File: src/rtl/counter_run_ctrl_if.sv
// counter_run_ctrl_if: bundle between the run sequencer and everything around it.
//   Command side : cmd_valid/cmd_ready handshake, cmd_dir, cmd_target, abort.
//   Counter side : cnt_clr, cnt_en, cnt_mode out to the counter; cnt_val back.
//   Result side  : busy, done pulse, status, steps.
// modport slave  : the sequencer (counter_run_ctrl).
// modport master : the requester plus the counter datapath it controls.
interface counter_run_ctrl_if #(
    parameter int WIDTH  = 4,
    parameter int STEP_W = 6
);
    logic              cmd_valid;
    logic              cmd_ready;
    logic              cmd_dir;
    logic [WIDTH-1:0]  cmd_target;
    logic              abort;
    logic              cnt_clr;
    logic              cnt_en;
    logic              cnt_mode;
    logic [WIDTH-1:0]  cnt_val;
    logic              busy;
    logic              done;
    logic [1:0]        status;
    logic [STEP_W-1:0] steps;

    modport slave (
        input  cmd_valid, cmd_dir, cmd_target, abort, cnt_val,
        output cmd_ready, cnt_clr, cnt_en, cnt_mode, busy, done, status, steps
    );

    modport master (
        output cmd_valid, cmd_dir, cmd_target, abort, cnt_val,
        input  cmd_ready, cnt_clr, cnt_en, cnt_mode, busy, done, status, steps
    );
endinterface

File: src/rtl/counter_run_ctrl.sv
// counter_run_ctrl: owns an up/down counter and runs it from zero to a
// commanded target. One command at a time: clear the counter for one cycle,
// step it until cnt_val matches the target (or abort / timeout), then pulse
// done with status and the number of enabled steps.
// Ports:
//   clk  - rising-edge clock
//   rst  - asynchronous active-high reset
//   bus  - counter_run_ctrl_if.slave (command, counter control, result)
// TIMEOUT must be at least 2**WIDTH so a healthy counter always reaches
// any target before the timeout fires.
module counter_run_ctrl #(
    parameter int WIDTH   = 4,
    parameter int TIMEOUT = 32,
    parameter int STEP_W  = $clog2(TIMEOUT + 1)
) (
    input  logic              clk,
    input  logic              rst,
    counter_run_ctrl_if.slave bus
);
    typedef enum logic [1:0] {IDLE, CLEAR, RUN, DONE} state_t;

    localparam logic [1:0]        ST_OK      = 2'b00;
    localparam logic [1:0]        ST_ABORT   = 2'b01;
    localparam logic [1:0]        ST_TIMEOUT = 2'b10;
    localparam logic [STEP_W-1:0] STEP_LAST  = STEP_W'(TIMEOUT - 1);

    state_t            state;
    logic              dir_q;
    logic [WIDTH-1:0]  target_q;
    logic              cmd_ready_q;
    logic              cnt_clr_q;
    logic              busy_q;
    logic              done_q;
    logic [1:0]        status_q;
    logic [STEP_W-1:0] steps_q;

    logic at_target;
    logic cnt_en_c;

    // Enable is Mealy on cnt_val so the counter stops on the exact cycle it
    // shows the target, and drops in the same cycle abort is raised.
    assign at_target = (bus.cnt_val == target_q);
    assign cnt_en_c  = (state == RUN) && !at_target && !bus.abort;

    always_ff @(posedge clk or posedge rst) begin
        if (rst) begin
            state       <= IDLE;
            dir_q       <= 1'b0;
            target_q    <= '0;
            cmd_ready_q <= 1'b1;
            cnt_clr_q   <= 1'b0;
            busy_q      <= 1'b0;
            done_q      <= 1'b0;
            status_q    <= ST_OK;
            steps_q     <= '0;
        end else begin
            cnt_clr_q <= 1'b0;
            done_q    <= 1'b0;
            case (state)
                IDLE: begin
                    if (bus.cmd_valid && cmd_ready_q) begin
                        dir_q       <= bus.cmd_dir;
                        target_q    <= bus.cmd_target;
                        steps_q     <= '0;
                        status_q    <= ST_OK;
                        cmd_ready_q <= 1'b0;
                        cnt_clr_q   <= 1'b1;
                        busy_q      <= 1'b1;
                        state       <= CLEAR;
                    end
                end
                CLEAR: begin
                    if (bus.abort) begin
                        status_q <= ST_ABORT;
                        busy_q   <= 1'b0;
                        done_q   <= 1'b1;
                        state    <= DONE;
                    end else begin
                        state <= RUN;
                    end
                end
                RUN: begin
                    if (cnt_en_c) steps_q <= steps_q + STEP_W'(1);
                    // Timeout only counts when a step is actually taken, so the
                    // final step count equals TIMEOUT.
                    if (bus.abort || at_target || (cnt_en_c && steps_q == STEP_LAST)) begin
                        if (bus.abort)     status_q <= ST_ABORT;
                        else if (at_target) status_q <= ST_OK;
                        else               status_q <= ST_TIMEOUT;
                        busy_q <= 1'b0;
                        done_q <= 1'b1;
                        state  <= DONE;
                    end
                end
                DONE: begin
                    cmd_ready_q <= 1'b1;
                    state       <= IDLE;
                end
                default: state <= IDLE;
            endcase
        end
    end

    assign bus.cmd_ready = cmd_ready_q;
    assign bus.cnt_clr   = cnt_clr_q;
    assign bus.cnt_en    = cnt_en_c;
    // Direction register is only reloaded on accept, so the counter mode
    // holds the last direction between runs and never glitches.
    assign bus.cnt_mode  = dir_q;
    assign bus.busy      = busy_q;
    assign bus.done      = done_q;
    assign bus.status    = status_q;
    assign bus.steps     = steps_q;
endmodule
File: src/flat_wrapper.sv
// flat-port wrapper written by rule: the top's interface ports become plain ports
module counter_run_ctrl_flat 
#(
    parameter int WIDTH   = 4,
    parameter int TIMEOUT = 32,
    parameter int STEP_W  = $clog2(TIMEOUT + 1)
)
  (clk, rst, bus_cmd_valid, bus_cmd_dir, bus_cmd_target, bus_abort, bus_cnt_val, bus_cmd_ready, bus_cnt_clr, bus_cnt_en, bus_cnt_mode, bus_busy, bus_done, bus_status, bus_steps);
  counter_run_ctrl_if #(.WIDTH(WIDTH), .STEP_W(STEP_W)) bus_i ();
  input  logic clk;
  input  logic rst;
  input wire logic [$bits(bus_i.cmd_valid)-1:0] bus_cmd_valid;
  input wire logic [$bits(bus_i.cmd_dir)-1:0] bus_cmd_dir;
  input wire logic [$bits(bus_i.cmd_target)-1:0] bus_cmd_target;
  input wire logic [$bits(bus_i.abort)-1:0] bus_abort;
  input wire logic [$bits(bus_i.cnt_val)-1:0] bus_cnt_val;
  output wire logic [$bits(bus_i.cmd_ready)-1:0] bus_cmd_ready;
  output wire logic [$bits(bus_i.cnt_clr)-1:0] bus_cnt_clr;
  output wire logic [$bits(bus_i.cnt_en)-1:0] bus_cnt_en;
  output wire logic [$bits(bus_i.cnt_mode)-1:0] bus_cnt_mode;
  output wire logic [$bits(bus_i.busy)-1:0] bus_busy;
  output wire logic [$bits(bus_i.done)-1:0] bus_done;
  output wire logic [$bits(bus_i.status)-1:0] bus_status;
  output wire logic [$bits(bus_i.steps)-1:0] bus_steps;
  assign bus_i.cmd_valid = bus_cmd_valid;
  assign bus_i.cmd_dir = bus_cmd_dir;
  assign bus_i.cmd_target = bus_cmd_target;
  assign bus_i.abort = bus_abort;
  assign bus_i.cnt_val = bus_cnt_val;
  assign bus_cmd_ready = bus_i.cmd_ready;
  assign bus_cnt_clr = bus_i.cnt_clr;
  assign bus_cnt_en = bus_i.cnt_en;
  assign bus_cnt_mode = bus_i.cnt_mode;
  assign bus_busy = bus_i.busy;
  assign bus_done = bus_i.done;
  assign bus_status = bus_i.status;
  assign bus_steps = bus_i.steps;
  counter_run_ctrl #(.WIDTH(WIDTH), .TIMEOUT(TIMEOUT), .STEP_W(STEP_W)) u_core (.clk(clk), .rst(rst), .bus(bus_i));
endmodule
File: config.mk
export PLATFORM = sky130hd
export DESIGN_NAME = counter_run_ctrl_flat
export DESIGN_NICKNAME = d
export VERILOG_FILES = /design/src/rtl/counter_run_ctrl_if.sv /design/src/rtl/counter_run_ctrl.sv /design/src/flat_wrapper.sv
export SDC_FILE = /design/constraint.sdc
export NUM_CORES = 1
export LEC_CHECK = 0
export BUFFER_PORTS_ARGS = -buffer_cell sky130_fd_sc_hd__buf_2
export CAP_MARGIN = 5
export CORE_UTILIZATION = 50
export CTS_CLUSTER_SIZE = 16
export DETAILED_ROUTE_END_ITERATION = 10
export PLACE_DENSITY_LB_ADDON = 0.08
export SETUP_SLACK_MARGIN = 0.5
export SKIP_CTS_REPAIR_TIMING = 1
export SYNTH_ARGS = -nofsm -noshare
export SYNTH_HDL_FRONTEND = slang
export SYNTH_SLANG_ARGS = --single-unit
export TNS_END_PERCENT = 50
File: constraint.sdc
create_clock -name clk -period 3.73 [get_ports clk]
set_clock_uncertainty 0.15 [all_clocks]
set_input_delay 0.5595 -clock clk [delete_from_list [all_inputs] [get_ports clk]]
set_output_delay 0.5595 -clock clk [all_outputs]
set_load 0.02 [all_outputs]
==> summary.md, run 1 <==
| Metric | Value |
|---|---|
| Post-DP HPWL | `1540 um` |
| Peak supply drop | `0.478 mV` |
| RSZ-0062 raised after global routing | `false` |
| Ys Warns | `0` |
| Share of layout cells above drive strength 1 | `30.1%` |
| Starting density of the core | `53.9%` |
| Root Driver | `clkbuf_4` |
| DR DRC count | `0` |
| H-tree Lvls | `1` |
| Flip-flop and latch count after synthesis | `19` |
| Syn Inst Count | `104` |
| Nature of the critical path endpoint | `output port` |
| Wire length per cell | `12.8 um` |
| Crit path kind | `flip-flop to output port` |
| Placed cells | `156` |
| Floorplan row count | `16` |
| CTS tree | `yes` |
| CTS buffer count | `3` |
| Final instance area | `1250 um2` |
| Max Cap Violations | `0` |
| Detail Route Antenna Nets | `0` |
| Worst min path class | `primary input to async pin` |
| Setup TNS after final layout | `0 ps` |
| First-pass GRT wire length | `3190 um` |
| Worst-Skew Late Latency | `300 ps` |
| Setup WS post-layout | `1260 ps` |
| Die width | `48.2 um` |
| Nets | `152` |
| Core area | `1980 um2` |
| FFs w/ async S/R, synth | `100%` |
| Clk pin slew, worst setup/hold paths | `110 ps` |
| Final hold violation count | `0` |
| CTS Sinks | `19` |
| Total grt overflow | `0` |
| Filler cell count | `172` |
| Post-synth top flop | `dfrtp_1` |
| Syn nets | `122` |
| Top-area cell type share of the netlist area | `42.2%` |
| Fin. max-slew vios | `0` |
| Non-filler cells, final | `160` |
| Initial antenna violation count | `0` |
| GRT Total Usage | `19.7%` |
| Max FO, Critical Path | `11` |
| Worst Setup Start Kind | `flip-flop` |
| Area contributors post-synth | `dfrtp_1 42%, mux2_2 8.4%, mux2i_1 6.6%` |
| Drt initial violations | `31` |
| Multi-input logic area | `538 um2` |
| Worst-Margin Slew | `721 ps` |
| CP Data Required Time | `3020 ps` |
| Arr. time, crit path | `1760 ps` |
| GPL Wtd Cong | `0.774` |
| Vias post-DR | `851` |
| Core Util, Final | `63.3%` |
| DR pass1 iterations | `4` |
| Most area-hungry cell type in the Yosys netlist | `dfrtp_1` |
| Reg area | `477 um2` |
| Count of cell types in the netlist | `29` |
| I/O pin cnt | `27` |
| P&R area growth vs syn | `17.5%` |
| Tot Pwr | `0.944 mW` |
| Maximum clock path buffer count | `2` |
| Final setup viols | `0` |
| Post-Place Cell Area | `1230 um2` |
| Rel. slew slack | `51.9%` |
| Pwr per Cell Area | `753 nW/um2` |
| DIE AREA | `2320 um2` |
| Synthesized cell area | `1070 um2` |
| Outcome | `complete, no violations` |
| Final worst-path cycle share | `66.2%` |
| Post-synth EDFFs | `0` |
| Register area share after synthesis | `44.7%` |
| Die Y | `48.2 um` |
| Post-Place Setup Slack | `1430 ps` |
| Antenna fix cells | `0` |
| Port Buffer Count | `26` |
| Tmin final | `2470 ps` |
| Most frequent cell after synthesis | `dfrtp_1` |
| Worst hold margin | `210 ps` |
| Largest net degree at the start of global routing | `20` |
| Drt total wl | `2040 um` |
| Vias per cell | `5.32` |
| Syn avg cell area | `10.3 um2` |
| Synth cell count leaders | `18 x dfrtp_1, 11 x inv_1, 8 x a21oi_1, 8 x mux2_2, 8 x nand2_1` |
| Vias in the first global route | `783` |
| Leakage | `0.649 nW` |
| Fmax | `405 MHz` |
-- critical path: stages, from the launching register on --
cell and delay (ps):
dfrtp_1 430, inv_1 120, ha_1 270, nor2b_1 180, o41ai_2 80, buf_4 180, inv_1 50, buf_2 150
-- flip-flops by register name (all words and copies together) (netlist names), 2 cells and up --
name,count
u_core.bus.status,2
u_core.target_q,4
u_core.state,2
u_core.bus.steps,6
-- area by class of cell --
cell class	instances	share of cell area, %
clock buffer	4	2.10
inverter	11	3.29
multi-input combinational	72	42.9
sequential	19	38.0
tap	27	2.69
timing repair buffer	27	11.0
-- power breakdown --
group	switching [mW]	leakage, nW	internal [mW]
clock network	0.0620	0.0150	0.0417
registers	0.0579	0.242	0.286
logic	0.295	0.392	0.202
-- cells by family (layout without fill, tap and decap cells) --
logic type / Yosys count / after routing / synth area share, %
adder cells (fa/ha/maj): 5 / 5 / 5.86
XOR/XNOR: 4 / 4 / 3.28
AO/OA/AOI/OAI: 22 / 22 / 14.1
buffers and inverters: 13 / 42 / 4.92
AND/OR/NAND/NOR: 26 / 26 / 12.2
multiplexers: 15 / 15 / 15.0
flip-flops: 19 / 19 / 44.7
-- cells in the final DEF, fill, tap and decap left out --
cell type / count
a21bo_1: 1
a21boi_0: 1
a21boi_1: 1
a21oi_1: 8
and3_1: 1
and3b_1: 1
buf_2: 26
buf_4: 1
clkbuf_1: 1
clkbuf_4: 3
dfrtp_1: 18
dfstp_2: 1
ha_1: 5
inv_1: 11
mux2_2: 8
mux2i_1: 7
nand2_1: 8
nand2b_1: 4
nand3_1: 2
nand4_1: 3
nor2_1: 5
nor2b_1: 1
nor4_1: 1
o2111ai_1: 1
o211ai_1: 1
o21ai_0: 5
o221ai_1: 1
o31ai_1: 1
o41a_1: 1
o41ai_2: 1
xor2_1: 4
-- per-layer routing --
metal	wire, um	share of wire, %	track usage, %
met1	951	47	25.5
met2	967	47	32.0
met3	87	4.3	3.70
met4	35	1.7	8.89
met5	0	0	0
-- path summary, 6_finish.rpt --
check	startpoint	endpoint	slack, ps	cells past startpoint
setup / recovery	u_core.state[0]	bus_cnt_en	1260	7
hold / removal	rst	u_core.target_q[2]	210	2
setup reg to reg	u_core.state[0]	u_core.bus.status[0]	1460	7
hold reg to reg	u_core.bus.cnt_mode	u_core.bus.cnt_mode	370	1
max in group asynchronous	rst	u_core.bus.steps[4]	2760	2
min in group clk	bus_cmd_target[2]	u_core.target_q[2]	340	2
No activity file was read; power rests on OpenSTA's default activity.
==> run 2: changes to the inputs <==
clock period = 2.5 ns   (was 3.73 ns; I/O delays follow)
==> run 2 against run 1 <==
Cell area rose by 10%; sequential share of layout area shrank 3.5 points; die area is the same; first-iteration DRC count down 13%; power rose by 71%; routed wire length up 17%; core utilization up 6.5 points; sequential cell count stayed put; combinational power up 88%; critical path type unchanged; largest cell class unchanged.
==> summary.md, run 2 (synthesis results as in run 1) <==
| Metric | Value |
|---|---|
| Outcome | `complete, no violations` |
| H-tree Lvls | `1` |
| Floorplan row count | `16` |
| Worst-Skew Late Latency | `310 ps` |
| Arr. time, crit path | `1660 ps` |
| DR pass1 iterations | `4` |
| RSZ-0062 raised after global routing | `true` |
| DR DRC count | `0` |
| Total grt overflow | `0` |
| Port Buffer Count | `26` |
| Grt met1 use | `24.2%` |
| Worst-Margin Slew | `709 ps` |
| Largest register FFs | `6` |
| Pwr per Cell Area | `1170 nW/um2` |
| GR peak layer | `met2` |
| Worst min path class | `primary input to async pin` |
| GPL Wtd Cong | `0.794` |
| Vias per cell | `5.27` |
| Leakage | `0.701 nW` |
| Root Driver | `clkbuf_4` |
| Post-DP HPWL | `1540 um` |
| Largest net degree at the start of global routing | `20` |
| First-pass GRT wire length | `2990 um` |
| Starting density of the core | `53.9%` |
| Peak supply drop | `0.804 mV` |
| Nets | `162` |
| GRT Total Usage | `19.2%` |
| Tmin final | `2190 ps` |
| Fmax | `457 MHz` |
| Worst hold margin | `14.9 ps` |
| Final instance area | `1380 um2` |
| Commonest non-fill, non-tap cell in the layout | `buf_2` |
| Met2 Usage GRT | `29.1%` |
| DIE AREA | `2320 um2` |
| Vias post-DR | `896` |
| Setup TNS after final layout | `0 ps` |
| Clk pin slew, worst setup/hold paths | `100 ps` |
| Drt initial violations | `27` |
| Detail Route Antenna Nets | `0` |
| Rel. slew slack | `52.7%` |
| I/O pin cnt | `27` |
| CTS tree | `yes` |
| Die width | `48.2 um` |
| Maximum clock path buffer count | `2` |
| Most frequent cells in the layout | `25 x buf_2, 18 x dfrtp_1, 11 x buf_4` |
| Post-Place Cell Area | `1230 um2` |
| CP Data Required Time | `1980 ps` |
| CTS buffer count | `3` |
| Max Cap Violations | `0` |
| Share of layout cells above drive strength 1 | `40.6%` |
| Crit path kind | `flip-flop to output port` |
| Met3 Resource Use GR | `4.44%` |
| Die Y | `48.2 um` |
| P&R area growth vs syn | `29.5%` |
| Wire length per cell | `14.0 um` |
| Final setup viols | `0` |
| Drt total wl | `2380 um` |
| Max FO, Critical Path | `6` |
| Fin. max-slew vios | `0` |
| Antenna fix cells | `0` |
| Worst Setup Start Kind | `flip-flop` |
| Final hold violation count | `0` |
| Initial antenna violation count | `0` |
| Nature of the critical path endpoint | `output port` |
| Vias in the first global route | `719` |
| Final worst-path cycle share | `87.6%` |
| Core area | `1980 um2` |
| Filler cell count | `151` |
| CTS Sinks | `19` |
[run 2: changes by cell type in the layout (fill, tap and decap cells not counted), sizes merged]
cell    before  now
buf         27   37
clkbuf       4    3
clkinv       0    1
[run 2: path summary, 6_finish.rpt]
path	endpoint	cells after the start	slack [ps]	start
worst min register to register	u_core.bus.busy	1	360	u_core.bus.busy
worst max-delay path	bus_cnt_en	5	310	u_core.target_q[2]
worst max register to register	u_core.bus.status[1]	8	510	u_core.state[0]
min in group clk	u_core.target_q[2]	2	140	bus_cmd_target[2]
max in group asynchronous	u_core.bus.steps[1]	2	1740	rst
worst min-delay path	u_core.target_q[3]	2	10	rst
[run 2: cell type report]
class,instances,area [um2],share of cell area [%]
multi-input cells,72,584,42.3
flip-flops and latches,19,477,34.5
repair buffers,37,219,15.8
inverters,11,41.3,2.99
well taps,27,33.8,2.44
clock buffers,3,22.5,1.63
clock inverters,1,5.00,0.362
[run 2: layer usage]
layer	part of all wire, %	routed length [um]	vias up
li1	-	-	447
met1	43	1030	418
met2	49	1170	24
met3	4.4	104	7
met4	3.2	76	0
met5	0	0	-
[run 2: report_power, final]
group	leakage (nW)	switching, mW	total [mW]	internal, mW
Combinational	0.441	0.498	0.932	0.434
Clock	0.0177	0.0946	0.154	0.0598
Sequential	0.242	0.102	0.528	0.426
Total	0.701	0.695	1.62	0.920
[run 2: metrics by stage]
stage	instances	power, mW	setup slack, ps	utilization, %
2_1_floorplan	104	1.07	579	-
4_1_cts	160	1.42	168	63.3
3_3_place_gp	156	1.23	463	61.9
3_5_place_dp	156	1.26	430	61.9
5_1_grt	170	1.74	193	69.8
6_report	170	1.62	311	69.8
[run 2: worst max-delay path: stages, from the launching register on]
cell	delay [ps]
dfrtp_1	420
xor2_2	170
o41ai_2	410
buf_4	210
inv_2	40
buf_6	120
==> run 3: changes to the inputs <==
ABC_AREA = 1   (was not set)
==> run 3 against run 2 <==
Cell area shrank 8.2%; via count grew 7.5%; area after synthesis grew 2.5%; sequential cell count is the same; final cell count grew 13%; clock-buffer cell count grew 1; routed wire length shrank 9.4%; power shrank 12%; critical path depth is the same; largest cell class unchanged.
==> summary.md, run 3 <==
| Metric | Value |
|---|---|
| CP dominant cell by count | `inv_1` |
| Vias in the first global route | `960` |
| Multi-input logic area | `527 um2` |
| P&R area growth vs syn | `16.0%` |
| Fin. max-slew vios | `0` |
| Worst Setup Start Kind | `flip-flop` |
| Arr. time, crit path | `1440 ps` |
| Vias per cell | `5.02` |
| Leakage | `0.680 nW` |
| Ys Warns | `0` |
| GPL Wtd Cong | `0.878` |
| Drt initial violations | `9` |
| Die Y | `48.8 um` |
| Flip-flop and latch count after synthesis | `19` |
| RSZ-0062 raised after global routing | `true` |
| Worst-Margin Slew | `727 ps` |
| Slack of the worst reg-to-reg path | `740 ps` |
| Post-DP HPWL | `1670 um` |
| First-pass GRT wire length | `3940 um` |
| DR DRC count | `0` |
| CTS Sinks | `19` |
| Drt total wl | `2160 um` |
| Worst path max stage delay | `430 ps` |
| Most area-hungry cell type in the Yosys netlist | `dfrtp_1` |
| Initial antenna violation count | `0` |
| Pwr per Cell Area | `1120 nW/um2` |
| Worst min path class | `primary input to async pin` |
| Crit path from | `u_core.state[0]` |
| Largest net degree at the start of global routing | `20` |
| Wire length per cell | `11.2 um` |
| Nets | `184` |
| Maximum clock path buffer count | `2` |
| Syn nets | `156` |
| R2R Path Start | `u_core.state[1]` |
| Outcome | `complete, no violations` |
| Max Cap Violations | `0` |
| Floorplan row count | `16` |
| Tmin final | `1970 ps` |
| Cell family with most CP delay | `flip-flops` |
| Fmax | `508 MHz` |
| Most frequent cells in the layout | `41 x nand2_1, 26 x buf_2, 20 x inv_1` |
| Synthesized cell area | `1090 um2` |
| Nature of the critical path endpoint | `output port` |
| Top-area cell type share of the netlist area | `41.2%` |
| Most frequent cell after synthesis | `nand2_1` |
| Final setup viols | `0` |
| Crit path kind | `flip-flop to output port` |
| Syn avg cell area | `7.92 um2` |
| Setup TNS after final layout | `0 ps` |
| Final worst-path cycle share | `78.8%` |
| Total grt overflow | `0` |
| Syn Inst Count | `138` |
| Detail Route Antenna Nets | `0` |
| Register area share after synthesis | `43.6%` |
| Max FO, Critical Path | `12` |
| Filler cell count | `198` |
| Post-synth EDFFs | `0` |
| CTS tree | `yes` |
| Worst-Skew Late Latency | `290 ps` |
| Commonest non-fill, non-tap cell in the layout | `nand2_1` |
| Share of layout cells above drive strength 1 | `30.3%` |
| Vias post-DR | `963` |
| Count of cell types in the netlist | `23` |
| GRT Total Usage | `21.3%` |
| Tot Pwr | `1.43 mW` |
| Setup WS post-layout | `530 ps` |
| Starting density of the core | `54.6%` |
| Peak supply drop | `0.708 mV` |
| H-tree Lvls | `1` |
| Final hold violation count | `0` |
| FFs w/ async S/R, synth | `100%` |
| Area contributors post-synth | `dfrtp_1 41%, nand2_1 14%, inv_1 6.9%` |
| DR pass1 iterations | `4` |
| Die width | `48.8 um` |
| Antenna fix cells | `0` |
| Post-synth top flop | `dfrtp_1` |
| Synth cell count leaders | `41 x nand2_1, 20 x inv_1, 18 x dfrtp_1` |
| Slowest CP cell | `dfrtp_1` |
| Post-Place Setup Slack | `641 ps` |
| Core area | `2000 um2` |
| Port Buffer Count | `26` |
| Largest register FFs | `6` |
| Reg area | `477 um2` |
| I/O pin cnt | `27` |
| DIE AREA | `2380 um2` |
| Rel. slew slack | `51.5%` |
| CP Cell Sequence | `inv_1 > ha_4 > inv_1 > nor2_1 > buf_2` |
| CTS buffer count | `3` |
| CP Data Required Time | `1980 ps` |
| Root Driver | `clkbuf_4` |
| Clk pin slew, worst setup/hold paths | `110 ps` |
| Crit path buf inv count | `3` |
## run 3: worst register-to-register path: stages (launching register included)
cell     delay (ps)
dfrtp_1         490
inv_1           100
ha_1            250
nand2_1         190
o21a_1          200
nand2_4         130
nand2_1          80
o21ai_1          70
## run 3: power breakdown
group | internal, mW | leakage (nW) | total (mW) | switching (mW)
sequential | 0.425 | 0.245 | 0.504 | 0.0790
combinational | 0.261 | 0.419 | 0.765 | 0.504
clock | 0.0619 | 0.0150 | 0.157 | 0.0954
## run 3: routing by layer
layer	up-vias	GRT usage, %	routed length, um
met3	2	2.83	82
met2	29	40.0	1120
li1	487	-	-
met4	0	5.88	14
met5	-	0	0
met1	445	24.9	935
## run 3: cell families after synthesis
| kind of cell | after synthesis | synth area share (%) |
|---|---|---|
| AOI/OAI and AO/OA | 23 | 12.7 |
| adders and majority gates | 5 | 5.72 |
| buffers and inverters | 23 | 9.61 |
| DFF | 19 | 43.6 |
| and+or+nand+nor | 68 | 28.4 |
## run 3: cell type report
type	count	area share, %
Multi-Input combinational cell	96	41.5
Sequential cell	19	37.6
Inverter	20	5.92
Timing Repair Buffer	26	10.3
Tap cell	27	2.66
Clock buffer	4	2.07
## run 3: path summary, 6_finish.rpt
kind	end	cells after the start
worst max-delay path	bus_cnt_en	5
worst min-delay path	u_core.state[0]	2
worst max register to register	u_core.bus.steps[5]	7
worst min register to register	u_core.bus.cnt_mode	2
max in group asynchronous	u_core.bus.done	2
min in group clk	u_core.bus.cnt_mode	3
## run 3: per-stage QoR
| step | utilization, % | cell area (um2) | hold slack [ps] | instances |
|---|---|---|---|---|
| 2_1_floorplan | - | 1090 | 175 | 138 |
| 3_3_place_gp | 61.3 | 1230 | 304 | 188 |
| 3_5_place_dp | 61.3 | 1230 | 320 | 188 |
| 4_1_cts | 62.6 | 1250 | 63.3 | 192 |
| 5_1_grt | 63.4 | 1270 | 104 | 192 |
| 6_report | 63.4 | 1270 | 34.7 | 192 |
